--- src/rtl/fpu_req_arbiter_if.sv ---
// Requester-side and FPU-side signal bundle for fpu_req_arbiter.
// The arbiter connects through the slave modport; the environment drives the master side.
interface fpu_req_arbiter_if #(
    parameter int NumReq = 4,
    parameter int Width  = 32
);
    localparam int IdxW = (NumReq > 1) ? $clog2(NumReq) : 1;

    logic                        flush_i;
    logic [NumReq-1:0]           req_valid_i;
    logic [NumReq-1:0]           req_ready_o;
    logic [NumReq*3*Width-1:0]   req_operands_i;
    logic [NumReq*4-1:0]         req_op_i;
    logic [NumReq-1:0]           req_op_mod_i;
    logic [NumReq*3-1:0]         req_rnd_i;
    logic                        fpu_valid_o;
    logic                        fpu_ready_i;
    logic [3*Width-1:0]          fpu_operands_o;
    logic [3:0]                  fpu_op_o;
    logic                        fpu_op_mod_o;
    logic [2:0]                  fpu_rnd_o;
    logic [IdxW-1:0]             fpu_tag_o;
    logic                        fpu_flush_o;
    logic                        fpu_out_valid_i;
    logic                        fpu_out_ready_o;
    logic [Width-1:0]            fpu_result_i;
    logic [4:0]                  fpu_status_i;
    logic [IdxW-1:0]             fpu_tag_i;
    logic [NumReq-1:0]           rsp_valid_o;
    logic [NumReq-1:0]           rsp_ready_i;
    logic [Width-1:0]            rsp_result_o;
    logic [4:0]                  rsp_status_o;
    logic                        busy_o;

    modport slave (
        input  flush_i, req_valid_i, req_operands_i, req_op_i, req_op_mod_i, req_rnd_i,
               fpu_ready_i, fpu_out_valid_i, fpu_result_i, fpu_status_i, fpu_tag_i, rsp_ready_i,
        output req_ready_o, fpu_valid_o, fpu_operands_o, fpu_op_o, fpu_op_mod_o, fpu_rnd_o,
               fpu_tag_o, fpu_flush_o, fpu_out_ready_o, rsp_valid_o, rsp_result_o, rsp_status_o,
               busy_o
    );

    modport master (
        output flush_i, req_valid_i, req_operands_i, req_op_i, req_op_mod_i, req_rnd_i,
               fpu_ready_i, fpu_out_valid_i, fpu_result_i, fpu_status_i, fpu_tag_i, rsp_ready_i,
        input  req_ready_o, fpu_valid_o, fpu_operands_o, fpu_op_o, fpu_op_mod_o, fpu_rnd_o,
               fpu_tag_o, fpu_flush_o, fpu_out_ready_o, rsp_valid_o, rsp_result_o, rsp_status_o,
               busy_o
    );
endinterface

--- src/rtl/fpu_req_arbiter.sv ---
// Round-robin sharing of one FPU between NumReq requesters: tag-based result routing,
// grant lock while the FPU stalls, and a credit limit on in-flight operations.
module fpu_req_arbiter #(
    parameter int NumReq         = 4,
    parameter int Width          = 32,
    parameter int MaxOutstanding = 4
) (
    input  logic                clk_i,
    input  logic                rst_ni,
    fpu_req_arbiter_if.slave    bus
);
    localparam int IdxW   = (NumReq > 1) ? $clog2(NumReq) : 1;
    localparam int CntW   = $clog2(MaxOutstanding + 1);
    localparam int NumTag = 1 << IdxW;

    typedef enum logic {IDLE, HOLD} state_e;

    state_e            state_q;
    logic [IdxW-1:0]   rr_ptr_q;
    logic [IdxW-1:0]   lock_idx_q;
    logic [CntW-1:0]   inflight_q;
    logic [CntW-1:0]   inflight_d;

    logic [3*Width-1:0] ops_arr [NumReq];
    logic [3:0]         op_arr  [NumReq];
    logic [2:0]         rnd_arr [NumReq];
    logic [NumTag-1:0]  rsp_ready_ext;

    logic [IdxW-1:0] rr_idx, cand, grant, rr_next;
    logic            rr_found, grant_vld, credit_ok, issue_vld, issue_hs, rsp_hs;

    genvar gi;
    generate
        for (gi = 0; gi < NumReq; gi++) begin : g_req
            assign ops_arr[gi] = bus.req_operands_i[gi*3*Width +: 3*Width];
            assign op_arr[gi]  = bus.req_op_i[gi*4 +: 4];
            assign rnd_arr[gi] = bus.req_rnd_i[gi*3 +: 3];
            assign bus.req_ready_o[gi] = issue_hs && (grant == IdxW'(gi));
            assign bus.rsp_valid_o[gi] = rst_ni && !bus.flush_i && bus.fpu_out_valid_i
                                         && (bus.fpu_tag_i == IdxW'(gi));
        end
        // Tags that name no requester are accepted and dropped so a bad tag cannot wedge the FPU.
        for (gi = 0; gi < NumTag; gi++) begin : g_tag
            if (gi < NumReq) begin : g_real
                assign rsp_ready_ext[gi] = bus.rsp_ready_i[gi];
            end else begin : g_spare
                assign rsp_ready_ext[gi] = 1'b1;
            end
        end
    endgenerate

    always_comb begin
        rr_found = 1'b0;
        rr_idx   = rr_ptr_q;
        cand     = '0;
        for (int k = 0; k < NumReq; k++) begin
            cand = IdxW'((int'(rr_ptr_q) + k) % NumReq);
            if (!rr_found && bus.req_valid_i[cand]) begin
                rr_found = 1'b1;
                rr_idx   = cand;
            end
        end
    end

    assign grant     = (state_q == HOLD) ? lock_idx_q : rr_idx;
    assign grant_vld = (state_q == HOLD) ? bus.req_valid_i[lock_idx_q] : rr_found;
    assign credit_ok = inflight_q < CntW'(MaxOutstanding);
    assign issue_vld = rst_ni && !bus.flush_i && grant_vld && credit_ok;
    assign issue_hs  = issue_vld && bus.fpu_ready_i;
    assign rr_next   = (grant == IdxW'(NumReq - 1)) ? '0 : grant + IdxW'(1);

    assign bus.fpu_valid_o     = issue_vld;
    assign bus.fpu_operands_o  = ops_arr[grant];
    assign bus.fpu_op_o        = op_arr[grant];
    assign bus.fpu_op_mod_o    = bus.req_op_mod_i[grant];
    assign bus.fpu_rnd_o       = rnd_arr[grant];
    assign bus.fpu_tag_o       = grant;
    assign bus.fpu_flush_o     = rst_ni && bus.flush_i;
    assign bus.fpu_out_ready_o = rst_ni && rsp_ready_ext[bus.fpu_tag_i];
    assign bus.rsp_result_o    = bus.fpu_result_i;
    assign bus.rsp_status_o    = bus.fpu_status_i;
    assign bus.busy_o          = rst_ni && ((inflight_q != '0) || issue_vld);

    // Any FPU return frees a credit, but the counter never wraps below zero.
    assign rsp_hs = bus.fpu_out_valid_i && bus.fpu_out_ready_o && (inflight_q != '0);

    always_comb begin
        inflight_d = inflight_q;
        case ({issue_hs, rsp_hs})
            2'b10:   inflight_d = inflight_q + CntW'(1);
            2'b01:   inflight_d = inflight_q - CntW'(1);
            default: inflight_d = inflight_q;
        endcase
    end

    always_ff @(posedge clk_i) begin
        if (!rst_ni) begin
            state_q    <= IDLE;
            lock_idx_q <= '0;
            rr_ptr_q   <= '0;
            inflight_q <= '0;
        end else begin
            inflight_q <= bus.flush_i ? '0 : inflight_d;
            if (issue_hs) begin
                rr_ptr_q <= rr_next;
            end
            if (bus.flush_i) begin
                state_q <= IDLE;
            end else begin
                case (state_q)
                    IDLE: if (issue_vld && !bus.fpu_ready_i) begin
                        state_q    <= HOLD;
                        lock_idx_q <= grant;
                    end
                    HOLD: if (issue_hs) state_q <= IDLE;
                    default: state_q <= IDLE;
                endcase
            end
        end
    end
endmodule
--- src/flat_wrapper.sv ---
// flat-port wrapper written by rule: the top's interface ports become plain ports
module fpu_req_arbiter_flat 
#(
    parameter int NumReq         = 4,
    parameter int Width          = 32,
    parameter int MaxOutstanding = 4
)
  (clk_i, rst_ni, bus_flush_i, bus_req_valid_i, bus_req_operands_i, bus_req_op_i, bus_req_op_mod_i, bus_req_rnd_i, bus_fpu_ready_i, bus_fpu_out_valid_i, bus_fpu_result_i, bus_fpu_status_i, bus_fpu_tag_i, bus_rsp_ready_i, bus_req_ready_o, bus_fpu_valid_o, bus_fpu_operands_o, bus_fpu_op_o, bus_fpu_op_mod_o, bus_fpu_rnd_o, bus_fpu_tag_o, bus_fpu_flush_o, bus_fpu_out_ready_o, bus_rsp_valid_o, bus_rsp_result_o, bus_rsp_status_o, bus_busy_o);
  fpu_req_arbiter_if #(.NumReq(NumReq), .Width(Width)) bus_i ();
  input  logic clk_i;
  input  logic rst_ni;
  input wire logic [$bits(bus_i.flush_i)-1:0] bus_flush_i;
  input wire logic [$bits(bus_i.req_valid_i)-1:0] bus_req_valid_i;
  input wire logic [$bits(bus_i.req_operands_i)-1:0] bus_req_operands_i;
  input wire logic [$bits(bus_i.req_op_i)-1:0] bus_req_op_i;
  input wire logic [$bits(bus_i.req_op_mod_i)-1:0] bus_req_op_mod_i;
  input wire logic [$bits(bus_i.req_rnd_i)-1:0] bus_req_rnd_i;
  input wire logic [$bits(bus_i.fpu_ready_i)-1:0] bus_fpu_ready_i;
  input wire logic [$bits(bus_i.fpu_out_valid_i)-1:0] bus_fpu_out_valid_i;
  input wire logic [$bits(bus_i.fpu_result_i)-1:0] bus_fpu_result_i;
  input wire logic [$bits(bus_i.fpu_status_i)-1:0] bus_fpu_status_i;
  input wire logic [$bits(bus_i.fpu_tag_i)-1:0] bus_fpu_tag_i;
  input wire logic [$bits(bus_i.rsp_ready_i)-1:0] bus_rsp_ready_i;
  output wire logic [$bits(bus_i.req_ready_o)-1:0] bus_req_ready_o;
  output wire logic [$bits(bus_i.fpu_valid_o)-1:0] bus_fpu_valid_o;
  output wire logic [$bits(bus_i.fpu_operands_o)-1:0] bus_fpu_operands_o;
  output wire logic [$bits(bus_i.fpu_op_o)-1:0] bus_fpu_op_o;
  output wire logic [$bits(bus_i.fpu_op_mod_o)-1:0] bus_fpu_op_mod_o;
  output wire logic [$bits(bus_i.fpu_rnd_o)-1:0] bus_fpu_rnd_o;
  output wire logic [$bits(bus_i.fpu_tag_o)-1:0] bus_fpu_tag_o;
  output wire logic [$bits(bus_i.fpu_flush_o)-1:0] bus_fpu_flush_o;
  output wire logic [$bits(bus_i.fpu_out_ready_o)-1:0] bus_fpu_out_ready_o;
  output wire logic [$bits(bus_i.rsp_valid_o)-1:0] bus_rsp_valid_o;
  output wire logic [$bits(bus_i.rsp_result_o)-1:0] bus_rsp_result_o;
  output wire logic [$bits(bus_i.rsp_status_o)-1:0] bus_rsp_status_o;
  output wire logic [$bits(bus_i.busy_o)-1:0] bus_busy_o;
  assign bus_i.flush_i = bus_flush_i;
  assign bus_i.req_valid_i = bus_req_valid_i;
  assign bus_i.req_operands_i = bus_req_operands_i;
  assign bus_i.req_op_i = bus_req_op_i;
  assign bus_i.req_op_mod_i = bus_req_op_mod_i;
  assign bus_i.req_rnd_i = bus_req_rnd_i;
  assign bus_i.fpu_ready_i = bus_fpu_ready_i;
  assign bus_i.fpu_out_valid_i = bus_fpu_out_valid_i;
  assign bus_i.fpu_result_i = bus_fpu_result_i;
  assign bus_i.fpu_status_i = bus_fpu_status_i;
  assign bus_i.fpu_tag_i = bus_fpu_tag_i;
  assign bus_i.rsp_ready_i = bus_rsp_ready_i;
  assign bus_req_ready_o = bus_i.req_ready_o;
  assign bus_fpu_valid_o = bus_i.fpu_valid_o;
  assign bus_fpu_operands_o = bus_i.fpu_operands_o;
  assign bus_fpu_op_o = bus_i.fpu_op_o;
  assign bus_fpu_op_mod_o = bus_i.fpu_op_mod_o;
  assign bus_fpu_rnd_o = bus_i.fpu_rnd_o;
  assign bus_fpu_tag_o = bus_i.fpu_tag_o;
  assign bus_fpu_flush_o = bus_i.fpu_flush_o;
  assign bus_fpu_out_ready_o = bus_i.fpu_out_ready_o;
  assign bus_rsp_valid_o = bus_i.rsp_valid_o;
  assign bus_rsp_result_o = bus_i.rsp_result_o;
  assign bus_rsp_status_o = bus_i.rsp_status_o;
  assign bus_busy_o = bus_i.busy_o;
  fpu_req_arbiter #(.NumReq(NumReq), .Width(Width), .MaxOutstanding(MaxOutstanding)) u_core (.clk_i(clk_i), .rst_ni(rst_ni), .bus(bus_i));
endmodule
--- config.mk ---
export PLATFORM = sky130hd
export DESIGN_NAME = fpu_req_arbiter_flat
export DESIGN_NICKNAME = d
export VERILOG_FILES = /design/src/rtl/fpu_req_arbiter_if.sv /design/src/rtl/fpu_req_arbiter.sv /design/src/flat_wrapper.sv
export SDC_FILE = /design/constraint.sdc
export NUM_CORES = 1
export LEC_CHECK = 0
export CORE_AREA = 3 3 239 241
export CTS_CLUSTER_SIZE = 40
export DETAILED_ROUTE_END_ITERATION = 6
export DIE_AREA = 0 0 242 244
export PLACE_DENSITY = 0.46
export SLEW_MARGIN = 20
export SYNTH_ARGS = -nofsm -noshare
export SYNTH_HDL_FRONTEND = slang
export SYNTH_SLANG_ARGS = --single-unit
--- constraint.sdc ---
create_clock -name clk_i -period 3.2 [get_ports clk_i]
set_input_delay 0.64 -clock clk_i [delete_from_list [all_inputs] [get_ports clk_i]]
set_output_delay 0.64 -clock clk_i [all_outputs]
set_load 0.05 [all_outputs]
==> results.ini <==
[synthesis]
ys_seq_area_share_pct=3.587
synth-simple-area-share_pct=4.821
yosys.area_share.xor_xnor_pct=0.3924
ys_warn_count=0
synth_top_family_by_area=multiplexers
synth_edf_count=0
yosysMostFrequentCell=mux2i_1
ys_types=39
synth_compound_area_share_pct=3.840
synth_fp_nets=946
ys_ff_latch=8
synth_adder_area_share_pct=1.850
avgSynthCellArea_um2=9.458
synth_common_cells=mux2i_1 (313), buf_4 (62), dfxtp_1 (8)
netlist.area_leader.share_pct=70.18
netlist_area_um2=4464
syn_inst=472
synth_flop_cell=dfxtp_1
yosysTopAreaCell=mux2i_1
ys_async_sr_fraction_pct=0
synth_mux_area_share_pct=71.19
ys_top_cells_by_area=mux2i_1 (70%), buf_4 (10%), dfxtp_1 (3.6%)

[drt]
met1_length_um=11050
wire_per_inst_um=17.13
detail_route.iter0.violations=95
dr_wl_met2_um=16470
drc=0
routed_wl_um=30800
drt_first_pass_iters=4
route.met3.wl_um=2958
highest_layer=met4
vias=6048
ant_nets=0
post_drt_via_cell_ratio=3.364

[worst_setup_path]
critical_path_class=in2out
critical_path.startpoint_type=primary input
arrival_ps=2550
reg2reg_slack_ps=640
worstPathMaxFanout=16
endpoint_kind=output pin
critical_path_required_ps=2560

[run_status]
status=finished, final reports clean

[timing]
max-slew-margin-rel_pct=74.90
setup_viol=0
max_freq_mhz=313.5
period_share_pct=99.68
hold_violations=0
final_max_slew_viol_count=0
skew_ps=2.970
rsz0062_at_grt=true
layout_min_cycle_time_ps=3190
worst_pin_slew_ps=375.7
whs_ps=562.9

[grt]
grt_max_degree=23
grt_pass1_vias=6734
track_usage_pct=9.669
grt_pass1_wl_um=43480
antenna_found_initial=2
gr-total-overflow=0

[die]
num_io_pins=623
dieWidth_um=242
core_region_area_um2=55090
chipHeight_um=244
die_area_um2=59050
initial_utilization_pct=8.103
rows=86

[cts]
insertion_delay_ps=230
clockBufferDepth=2
cts_buffers=3
cts_max_level=1
cts_root_buf=clkbuf_16
clock_sinks=8
clkTransAtPathRegs_ps=40
cts_tree=yes
cts_hold_buf=0

[place]
place_inst=1779
placed_area_um2=12390
portBuffers=548
gp_congestion=0.8894
dpl.hpwl_um=26570

[cells_and_area]
drive_gt1_share_pct=34.16
nets=1524
utilization_pct=24.70
fin_area_um2=13610
syn_to_final_growth_pct=204.8
fin_cells=1798

[hold_path]
hold_path_class=reg2reg

[pwr]
p_leak_nw=5.674
peakVddDrop_uv=177.6
power_density_nw_per_um2=334.0
power_mw=4.545

[run]
cap_violations=0

[layout make-up]
| cell class | count | area, µm² |
|---|---|---|
| antenna | 2 | 5.005 |
| clock buffer | 3 | 75.07 |
| fill | 5973 | 41490 |
| inverter | 9 | 46.29 |
| multi-input combinational | 384 | 4642 |
| sequential | 8 | 161.4 |
| tap | 748 | 935.9 |
| timing repair buffer | 644 | 7740 |
[power breakdown]
part,leakage (nW),internal (mW),switching [mW]
Combinational,5.57,2.29,1.94
Sequential,0.0654,0.104,0.00533
Clock,0.0370,0.161,0.0459
Total,5.67,2.55,1.99
[logic make-up after synthesis]
group,after synthesis
simple gates,37
flops,8
xor+xnor,2
mux,315
compound gates,24
buf+inv,80
fa+ha+maj,6
[cell usage in the layout, fill, tap and decap left out, types with 3 or more instances in the layout]
| cell | n |
|---|---|
| nand2b_1 | 3 |
| nor3_1 | 3 |
| nor2_1 | 7 |
| buf_4 | 62 |
| buf_12 | 126 |
| mux2i_1 | 191 |
| clkdlybuf4s50_1 | 426 |
| nor2b_1 | 3 |
| mux2i_2 | 68 |
| clkbuf_16 | 4 |
| and2_1 | 7 |
| inv_1 | 6 |
| dfxtp_1 | 7 |
| mux2i_4 | 54 |
| buf_6 | 18 |
| a21oi_1 | 6 |
| buf_16 | 7 |
| o21ai_0 | 3 |
| ha_1 | 5 |
[critical path, cell delays in order]
cell and delay (ps):
buf_8 110, buf_4 130, nor2_1 100, o21bai_2 110, a41oi_4 220, buf_4 170
buf_12 180, buf_4 240, mux2i_1 340, mux2i_4 120, buf_12 160
[metal layers]
metal  GRT usage [%]  vias up
li1                -     2890
met1           9.924     2734
met2           18.92      401
met3           3.476       23
met4           1.609        0
met5               0        -
[per-stage QoR]
step / setup TNS, ps / worst slack (ps)
5_1_grt: -356.2 / -66.59
2_1_floorplan: -858.9 / -95.43
3_3_place_gp: -35920 / -437.4
3_5_place_dp: -41580 / -482.2
4_1_cts: 0 / 3.529
6_report: 0 / 10.32
[final timing paths]
path / from / endpoint / depth (start not counted)
min reg2reg: u_core.inflight_q[0]$_SDFFE_PP0P_ / u_core.inflight_q[0]$_SDFFE_PP0P_ / 2
max: bus_req_valid_i[3] / bus_fpu_operands_o[14] / 11
min: u_core.inflight_q[0]$_SDFFE_PP0P_ / u_core.inflight_q[0]$_SDFFE_PP0P_ / 2
max reg2reg: u_core.lock_idx_q[0]$_SDFFE_PN0P_ / u_core.inflight_q[2]$_SDFFE_PP0P_ / 10
[repair_timing]
action                     4_1_cts  5_1_grt
buffers inserted                 8        1
hold endpoints to repair         0        0
setup endpoints to repair      111       68
gates resized for setup        124       67
cloned                           5        1
pin swaps                        3        2
(Power assumes the default switching activity.)
